==> config.mk <==
export PLATFORM = sky130hd
export DESIGN_NAME = fetch_phase_sequencer
export DESIGN_NICKNAME = d
export VERILOG_FILES = /design/src/rtl/fetch_phase_sequencer.sv
export SDC_FILE = /design/constraint.sdc
export NUM_CORES = 1
export LEC_CHECK = 0
export ABC_AREA = 1
export ABC_CLOCK_PERIOD_IN_PS = 1810
export BUFFER_PORTS_ARGS = -buffer_cell sky130_fd_sc_hd__buf_4
export CAP_MARGIN = 20
export CORE_AREA = 2 2 61 63
export CTS_BUF_LIST = sky130_fd_sc_hd__clkbuf_4
export CTS_CLUSTER_DIAMETER = 40
export DETAILED_ROUTE_END_ITERATION = 8
export DIE_AREA = 0 0 63 65
export HOLD_SLACK_MARGIN = 0.08
export PLACE_DENSITY = 0.67
export SYNTH_ARGS = -nofsm -noshare
export SYNTH_HDL_FRONTEND = slang
export SYNTH_SLANG_ARGS = --single-unit
==> constraint.sdc <==
create_clock -name clk -period 1.81 [get_ports clk]
set_input_delay 0.181 -clock clk [delete_from_list [all_inputs] [get_ports clk]]
set_output_delay 0.181 -clock clk [all_outputs]
set_load 0.01 [all_outputs]
==> src/rtl/fetch_phase_sequencer.sv <==
// Fetch/execute sequencer feeding the decode ROM: PC, fetch register, phase bit and C/Z flags.
// The decode address is formed only from registers, so the ROM never sees a combinational input path.
module fetch_phase_sequencer #(
  parameter int PC_W   = 12,
  parameter int WORD_W = 8
) (
  input  logic              clk,
  input  logic              reset,
  input  logic              enable,
  input  logic [WORD_W-1:0] prog_byte,
  input  logic              inc_pc,
  input  logic              load_pc,
  input  logic [PC_W-1:0]   load_addr,
  input  logic              load_flags,
  input  logic              alu_c,
  input  logic              alu_z,
  output logic [PC_W-1:0]   prog_addr,
  output logic [3:0]        opcode,
  output logic [3:0]        oprnd,
  output logic              c_flag,
  output logic              z_flag,
  output logic              phase,
  output logic [6:0]        dec_addr
);

  typedef enum logic {FETCH = 1'b0, EXEC = 1'b1} phase_e;

  phase_e            phase_q, phase_d;
  logic [PC_W-1:0]   pc_q, pc_d;
  logic [3:0]        opcode_q, opcode_d;
  logic [3:0]        oprnd_q, oprnd_d;
  logic              c_q, c_d;
  logic              z_q, z_d;

  always_comb begin
    phase_d  = phase_q;
    pc_d     = pc_q;
    opcode_d = opcode_q;
    oprnd_d  = oprnd_q;
    c_d      = c_q;
    z_d      = z_q;
    if (enable) begin
      // Latch the instruction only on the fetch edge so EXEC decodes a stable word.
      if (phase_q == FETCH) begin
        opcode_d = prog_byte[WORD_W-1 -: 4];
        oprnd_d  = prog_byte[3:0];
        phase_d  = EXEC;
      end else begin
        phase_d  = FETCH;
      end
      // Jump beats increment; PC wraps naturally at 2^PC_W.
      if (load_pc)     pc_d = load_addr;
      else if (inc_pc) pc_d = pc_q + 1'b1;
      if (load_flags) begin
        c_d = alu_c;
        z_d = alu_z;
      end
    end
  end

  always_ff @(posedge clk or posedge reset) begin
    if (reset) begin
      phase_q  <= FETCH;
      pc_q     <= '0;
      opcode_q <= '0;
      oprnd_q  <= '0;
      c_q      <= 1'b0;
      z_q      <= 1'b0;
    end else begin
      phase_q  <= phase_d;
      pc_q     <= pc_d;
      opcode_q <= opcode_d;
      oprnd_q  <= oprnd_d;
      c_q      <= c_d;
      z_q      <= z_d;
    end
  end

  assign prog_addr = pc_q;
  assign opcode    = opcode_q;
  assign oprnd     = oprnd_q;
  assign c_flag    = c_q;
  assign z_flag    = z_q;
  assign phase     = phase_q;
  assign dec_addr  = {opcode_q, c_q, z_q, phase_q};

endmodule

After elaboration in Yosys (flattened, before gate mapping)
Cells that the tools add are included.
{"block": "classes", "n_addsub": 1, "mux": 3, "bitwise_logic": 1, "n_reduce_logical": 4}
{"cell": "two-way mux 12 bit", "count": 2}
{"cell": "adder 12 x 1 -> 12 bit, second input constant", "count": 1}
{"cell": "AND reduction 2 bit", "count": 3}
{"cell": "nonzero test 2 bit", "count": 1}
{"cell": "two-way mux 1 bit", "count": 1}
{"cell": "inverter 1 bit", "count": 1}
{"block": "word_totals", "regBits": 23, "inputBits": 28, "output_inout_bits": 30, "word_cells": 15}

Longest topological paths before layout
Gate-level depths: netlist of the first run.
{"block": "logic_depth", "word_depth": 3, "depth_mapped": 8, "ltp_nobuf": 8}

Worst setup path after synthesis of the first run
OpenSTA, ideal clock, no wires.
{"block": "synth_timing", "path_kind": "reg-to-reg", "startpoint": "register pc_q[1] (netlist: prog_addr[1])", "endpoint": "register pc_q[8] (netlist: prog_addr[8])", "setup_ns": 0.116, "t_arrival_ns": 1.166, "t_required_ns": 1.694, "slack_ns": 0.527, "stages_incl_launch_ff": 9, "path_buffers": 0, "period_less_slack_ns": 1.283, "cell_sequence": "dfrtp_1 > ha_1 > nand2_1 > nor2_1 > nand2_1 > nand2_1 > nand3_1 > nand2_1 > nand2_1"}
{"block": "synth_via", "elab_chain_len": 3}
{"item": "from (decl)", "line_no": "29", "text": "logic [PC_W-1:0] pc_q, pc_d;"}
{"item": "from (signal assigned)", "line_no": "71", "text": "pc_q <= pc_d;"}
{"item": "adder 12 x 1 -> 12 bit", "line_no": "53", "text": "else if (inc_pc) pc_d = pc_q + 1'b1;"}
{"item": "two-way mux 12 bit", "line_no": "53"}
{"item": "two-way mux 12 bit", "line_no": "52", "text": "if (load_pc) pc_d = load_addr;"}
No other way between the ends. The select of a mux whose other input is x is not followed.
A chain may end at the register's enable or synchronous reset.

Worst setup path in the final report of the first run
Same ends and word-level chain as after synthesis.

==> results of run 1 <==
-- how the worst max path moves through the flow --
stage	from	end	slack [ns]	depth (start not counted)
after floorplan	prog_addr[1]	prog_addr[8]	0.53	8
after global placement	prog_addr[0]	prog_addr[8]	0.49	8
after detailed placement	prog_addr[1]	prog_addr[8]	0.47	8
after CTS	prog_addr[1]	prog_addr[8]	0.43	8
after global routing	prog_addr[1]	prog_addr[8]	0.30	8
final	prog_addr[1]	prog_addr[8]	0.43	8
-- worst max-delay path, stage by stage, from the launching register on --
cell and delay (ns):
dfrtp_1 0.43, ha_1 0.19, nand2_1 0.07, nor2_1 0.28
nand2_1 0.09, nand2_1 0.07, nand3_1 0.06, nand2_1 0.07
nand2_1 0.04
-- synth_stat cells --
library cell	n
o21ai_2	1
mux2_4	8
o22ai_1	1
buf_6	1
nand3_1	9
ha_1	1
o21ai_0	7
inv_2	2
inv_1	8
a21oi_1	7
nand3b_1	3
dfrtp_1	23
clkbuf_1	1
a31oi_1	1
buf_4	8
or2_2	1
buf_2	2
nor2_2	1
nor2_1	23
o21ai_1	1
nand4_1	2
or2_1	1
mux2_2	2
nand2_1	44
-- registers in the layout, indices dropped and copies added, names as in the netlist --
register	count
c_flag	1
opcode	4
prog_addr	12
z_flag	1
phase	1
oprnd	4
-- power by group --
group | internal [µW] | switching [µW] | total [µW]
clock network | 84.6 | 168 | 253
registers | 611 | 99.8 | 711
logic | 338 | 272 | 610
total | 1030 | 540 | 1570
-- layout make-up --
type | instances | area, µm² | share of cell area
tap | 48 | 60.1 | 0.0323
inverter | 10 | 37.5 | 0.0202
multi-input combinational | 113 | 602 | 0.324
clock buffer | 3 | 22.5 | 0.0121
clock inverter | 1 | 7.51 | 0.00404
sequential | 23 | 576 | 0.310
timing repair buffer | 70 | 553 | 0.298
-- metal layers --
metal	vias to the layer above	GRT usage	wire length, µm
li1	627	-	-
met1	558	0.207	1440
met2	37	0.234	1440
met3	9	0.0260	147
met4	0	0.0861	99
met5	-	0	0
-- kinds of logic (layout without fill, tap and decap cells) --
group,count (synthesis),count (layout),share of synthesized area
simple gates,84,84,0.269
flops,23,23,0.443
buf+inv,22,84,0.0943
compound gates,18,18,0.0741
mux,10,10,0.110
fa+ha+maj,1,1,0.00962
-- per-stage QoR --
stage                     std cells  setup slack (ns)
after floorplan                 158             0.527
after global placement          253             0.488
after detailed placement        253             0.468
after CTS                       268             0.431
after global routing            268             0.298
final                           268             0.429
-- timing repair --
| item | in CTS | in global routing |
|---|---|---|
| hold endpoints to repair | 33 | 0 |
| hold buffers | 11 | 0 |
| buffers inserted | 0 | 0 |
==> flow_summary_export.csv, run 1 <==
group,metric,value,unit
synthesis,postSynthCellCount,158,
clock_network,cts_max_level,1,
grt,grt_pass1_vias,1037,
timing,timing.final.max_slew_violations,0,
worst_setup_path,rr_startpoint,"prog_addr[1]",
placement,port_buffers,57,
cells_and_area,nets,250,
clock_network,clock-sinks,23,
timing,setup_viol,0,
synthesis,ys_types,24,
clock_network,cts.path.max_buffers,2,
hold_path,hold_depth,4,
hold_path,hold_path_startpoint,"enable",
timing,skew,0.00477,ns
floorplanning,initial_core_util,0.372,
grt,grt_max_degree,24,
cells_and_area,final_core_util,0.531,
timing,layout_min_cycle_time,1.38,ns
grt,grt_usage,0.154,
detailed_routing,route.antenna.remaining_nets,0,
floorplanning,rows,22,
synthesis,seq_area_frac_synth,0.443,
cells_and_area,n_antenna_cell,0,
floorplanning,die_h,65,µm
detailed_routing,drt_iter0_drc,65,
synthesis,syn-cell-area,1300,µm²
placement,gp_congestion,0.762,
timing,rsz0062_at_grt,"no",
clock_network,cts_root_buffer,"clkbuf_4",
power,power.total,1570,µW
floorplanning,die-area,4100,µm²
cells_and_area,fill_cells,319,
grt,grt.overflow.total,0,
hold_path,hold_end,"phase",
synthesis,yosysWarnings,0,
synthesis,synth_top_area_share,0.443,
cells_and_area,layout_common_cells,"buf_4, nand2_1, nor2_1, dfrtp_1, dlygate4sd3_1",
worst_setup_path,r2r-end,"prog_addr[8]",
worst_setup_path,start_kind,"flop",
timing,post-route-period-util,0.763,
run,cap_violations,0,
cells_and_area,final_cell_area,1860,µm²
worst_setup_path,rrSetupSlack,0.43,ns
worst_setup_path,crit_arrival,1.61,ns
timing,timing.fmax,724,MHz
floorplanning,fp.dieW,63,µm
detailed_routing,num_vias,1231,
floorplanning,coreArea,3500,µm²
worst_setup_path,critical_path_class,"reg2reg",
detailed_routing,drtPass1Iterations,4,
timing,worst_pin_slew,0.526,ns
worst_setup_path,crit_required,2.04,ns
cells_and_area,area_growth,42.9,%
synthesis,ys_ff_latch,23,
power,worst_ir_drop_vdd,0.403,mV
timing,hold_viol,0,
detailed_routing,drc,0,
floorplanning,ios,58,
detailed_routing,vias_per_cell,4.59,
worst_setup_path,rr_worst_depth,8,
synthesis,yosys.area.top_type,"dfrtp_1",
power,p_per_area,847,nW/µm²
grt,antenna_found_initial,0,
clock_network,cts_buffers,3,
timing,holdWs,0.0973,ns
timing,setup_tns,0,ns
detailed_routing,avgRoutedWirePerCell,11.7,µm
cells_and_area,drive_above_1_share,0.355,
clock_network,clkSlewWorstSetupHoldPaths,0.13,ns
clock_network,cts_tree,"yes",
hold_path,holdCritPathClass,"in2reg",
clock_network,cts_resized,0,
worst_setup_path,critPathCaptureType,"flop",
grt,grt_pass1_wl,4930,µm
synthesis,syn_nets,187,
cells_and_area,final_common_cell,"buf_4",
synthesis,syn_avg_cell_area,8.23,µm²
synthesis,synth.area.top_cells,"dfrtp_1, nand2_1, mux2_4",
power,p_leak,0.000946,µW
detailed_routing,wirelength,3130,µm
clock_network,clk_latency,0.32,ns
placement,postPlaceCellArea,1720,µm²
timing,relSlewSlack,0.649,
worst_setup_path,crit_fanout,5,
placement,dpl.hpwl,2180,µm
run_status,outcome,"completed",
(Power assumes the default switching activity.)
==> run 2: changes to the inputs <==
Settings changed: ABC_AREA 1 to 0, ABC_CLOCK_PERIOD_IN_PS 1810 to 1260, CORE_AREA 2 2 61 63 to 2 2 59 61, DIE_AREA 0 0 63 65 to 0 0 61 63, PLACE_DENSITY 0.67 to 0.71.
Clock period 1.81 ns to 1.26 ns, I/O delays scaled along.
==> run 2 against run 1 <==
Net effect: clock skew fell by 0.0019 ns; cell count fell by 6.7%; non-clock buffer count rose by 19; die area fell by 6.2%; global-route usage rose by 2.7 points; wire length rose by 6.0%; largest power group is now combinational cells.
==> flow_summary_export.csv, run 2 <==
group,metric,value,unit
run_status,outcome,"completed",
synthesis,synth-edff-count,0,
cells_and_area,final_cell_area,2050,µm²
detailed_routing,avgRoutedWirePerCell,13.3,µm
synthesis,yosys_most_used_dff,"dfrtp_1",
floorplanning,die_h,63,µm
grt,antenna_found_initial,0,
cells_and_area,largest_reg_flops,12,
worst_setup_path,start_kind,"flop",
hold_path,hold_end,"prog_addr[0]",
timing,timing.fmax,802,MHz
placement,gp_congestion,0.802,
synthesis,yosysWarnings,0,
synthesis,seq_area_frac_synth,0.464,
detailed_routing,route.antenna.remaining_nets,0,
worst_setup_path,crit_required,1.48,ns
worst_setup_path,rr_startpoint,"prog_addr[3]",
grt,grt_max_degree,24,
grt,grt.overflow.total,0,
floorplanning,initial_core_util,0.384,
placement,place_ws,-0.0115,ns
floorplanning,fp.dieW,61,µm
run,cap_violations,0,
synthesis,yosys.area.top_type,"dfrtp_1",
floorplanning,rows,21,
clock_network,cts_root_buffer,"clkbuf_4",
clock_network,cts_tree,"yes",
clock_network,cts_buffers,3,
cells_and_area,seqCellArea,579,µm²
clock_network,clk_latency,0.32,ns
floorplanning,die-area,3840,µm²
clock_network,clkSlewWorstSetupHoldPaths,0.13,ns
worst_setup_path,critical_path_class,"reg2reg",
detailed_routing,drt_iter0_drc,15,
synthesis,syn-cell-area,1240,µm²
cells_and_area,layout_common_cells,"buf_4, dfrtp_1, dlygate4sd3_1",
placement,dpl.hpwl,2420,µm
power,worst_ir_drop_vdd,0.577,mV
cells_and_area,n_antenna_cell,0,
worst_setup_path,critPathCaptureType,"flop",
floorplanning,coreArea,3230,µm²
synthesis,synth.most_common_cell,"dfrtp_1",
timing,setup_viol,0,
clock_network,cts_max_level,1,
synthesis,synth.area.top_cells,"dfrtp_1, mux2_2, o21ai_0",
hold_path,holdCritPathClass,"in2reg",
worst_setup_path,rr_worst_depth,4,
detailed_routing,vias_per_cell,4.98,
worst_setup_path,r2r-end,"prog_addr[9]",
cells_and_area,area_growth,65.5,%
clock_network,clock-sinks,23,
grt,grt_pass1_wl,5400,µm
floorplanning,ios,58,
detailed_routing,num_vias,1244,
hold_path,hold_path_startpoint,"load_addr[0]",
cells_and_area,multi_input_area,663,µm²
power,p_per_area,1430,nW/µm²
timing,setup_tns,0,ns
hold_path,hold_depth,3,
timing,layout_setup_ws,0.0133,ns
synthesis,ys_ff_latch,23,
clock_network,cts.path.max_buffers,2,
timing,post-route-period-util,0.989,
timing,rsz0062_at_grt,"yes",
synthesis,syn_avg_cell_area,10.0,µm²
synthesis,synthArstFlopShare,1.00,
worst_setup_path,crit_arrival,1.47,ns
detailed_routing,wirelength,3320,µm
synthesis,syn_nets,153,
synthesis,synth_commonest_cells,"dfrtp_1, o21ai_0, mux2_2",
timing,timing.final.max_slew_violations,0,
timing,worst_pin_slew,0.337,ns
detailed_routing,drtPass1Iterations,4,
worst_setup_path,rrSetupSlack,0.01,ns
cells_and_area,drive_above_1_share,0.529,
grt,grt_pass1_vias,1232,
cells_and_area,final_common_cell,"buf_4",
timing,layout_min_cycle_time,1.25,ns
timing,hold_viol,0,
cells_and_area,fill_cells,271,
synthesis,ys_types,36,
timing,relSlewSlack,0.775,
synthesis,postSynthCellCount,124,
cells_and_area,nets,234,
grt,grt_usage,0.181,
timing,skew,0.00288,ns
detailed_routing,drc,0,
worst_setup_path,crit_fanout,7,
placement,port_buffers,57,
synthesis,synth_top_area_share,0.464,
power,p_leak,0.000929,µW
placement,postPlaceCellArea,1790,µm²
## run 2: repair_timing
item / 4_1_cts / 5_1_grt
endpoints found under the setup margin: 3 / 9
endpoints found under the hold margin: 35 / 2
hold buffers: 12 / 2
gates resized for setup: 1 / 20
pin swaps: 0 / 6
setup buffers: 0 / 2
## run 2: worst max path at each step
stage               cells after the start  slack [ns]          from           end
finish                                  4        0.01  prog_addr[3]  prog_addr[9]
global route                            5       -0.03  prog_addr[0]  prog_addr[2]
CTS                                     4       -0.02  prog_addr[1]  prog_addr[9]
detailed placement                      4       -0.01  prog_addr[3]  prog_addr[9]
global placement                        4       0.008  prog_addr[3]  prog_addr[9]
floorplan                               5       -0.03  prog_addr[4]  prog_addr[9]
## run 2: where the power goes
part / internal [µW] / switching, µW / leakage [µW]
Sequential: 964 / 184 / 0.000268
Combinational: 804 / 602 / 0.000643
Clock: 146 / 235 / 0.0000184
Total: 1910 / 1020 / 0.000929
## run 2: per-layer routing
metal  share of wire  global-route usage  wire, µm  vias up
met5               0                   0         0        -
met4          0.0063              0.0408        21        0
met3           0.081              0.0393       270        3
met2            0.51               0.319      1680       51
met1            0.41               0.219      1340      582
li1                -                   -         -      608
## run 2: metrics by stage
stage               utilization  hold slack [ns]  total power [µW]  std cells
finish                    0.635           0.0893              2930        250
global route              0.635           0.0886              3150        250
CTS                       0.600           0.0314              2860        246
detailed placement        0.553            0.198              2460        230
global placement          0.553            0.187              2400        230
floorplan                     -            0.128              1810        124
## run 2: critical path, cell delays in order, from the launching register on
cell       delay (ns)
dfrtp_2          0.40
and4_4           0.28
nand3_2          0.08
mux2_4           0.27
a2bb2oi_2        0.13
## run 2: logic make-up after synthesis
group                    count (synthesis)  share of synthesized area
multiplexers                            13                      0.116
XOR/XNOR                                 1                    0.00706
adder cells (fa/ha/maj)                  1                     0.0101
flip-flops                              23                      0.464
AO/OA/AOI/OAI                           32                      0.159
buffers and inverters                   16                     0.0757
AND/OR/NAND/NOR                         38                      0.168
## run 2: area by class of cell
| type | instances | share of cell area |
|---|---|---|
| Multi-Input combinational cell | 85 | 0.323 |
| Timing Repair Buffer | 89 | 0.346 |
| Sequential cell | 23 | 0.282 |
| Inverter | 3 | 0.00549 |
| Tap cell | 46 | 0.0280 |
| Clock buffer | 4 | 0.0146 |
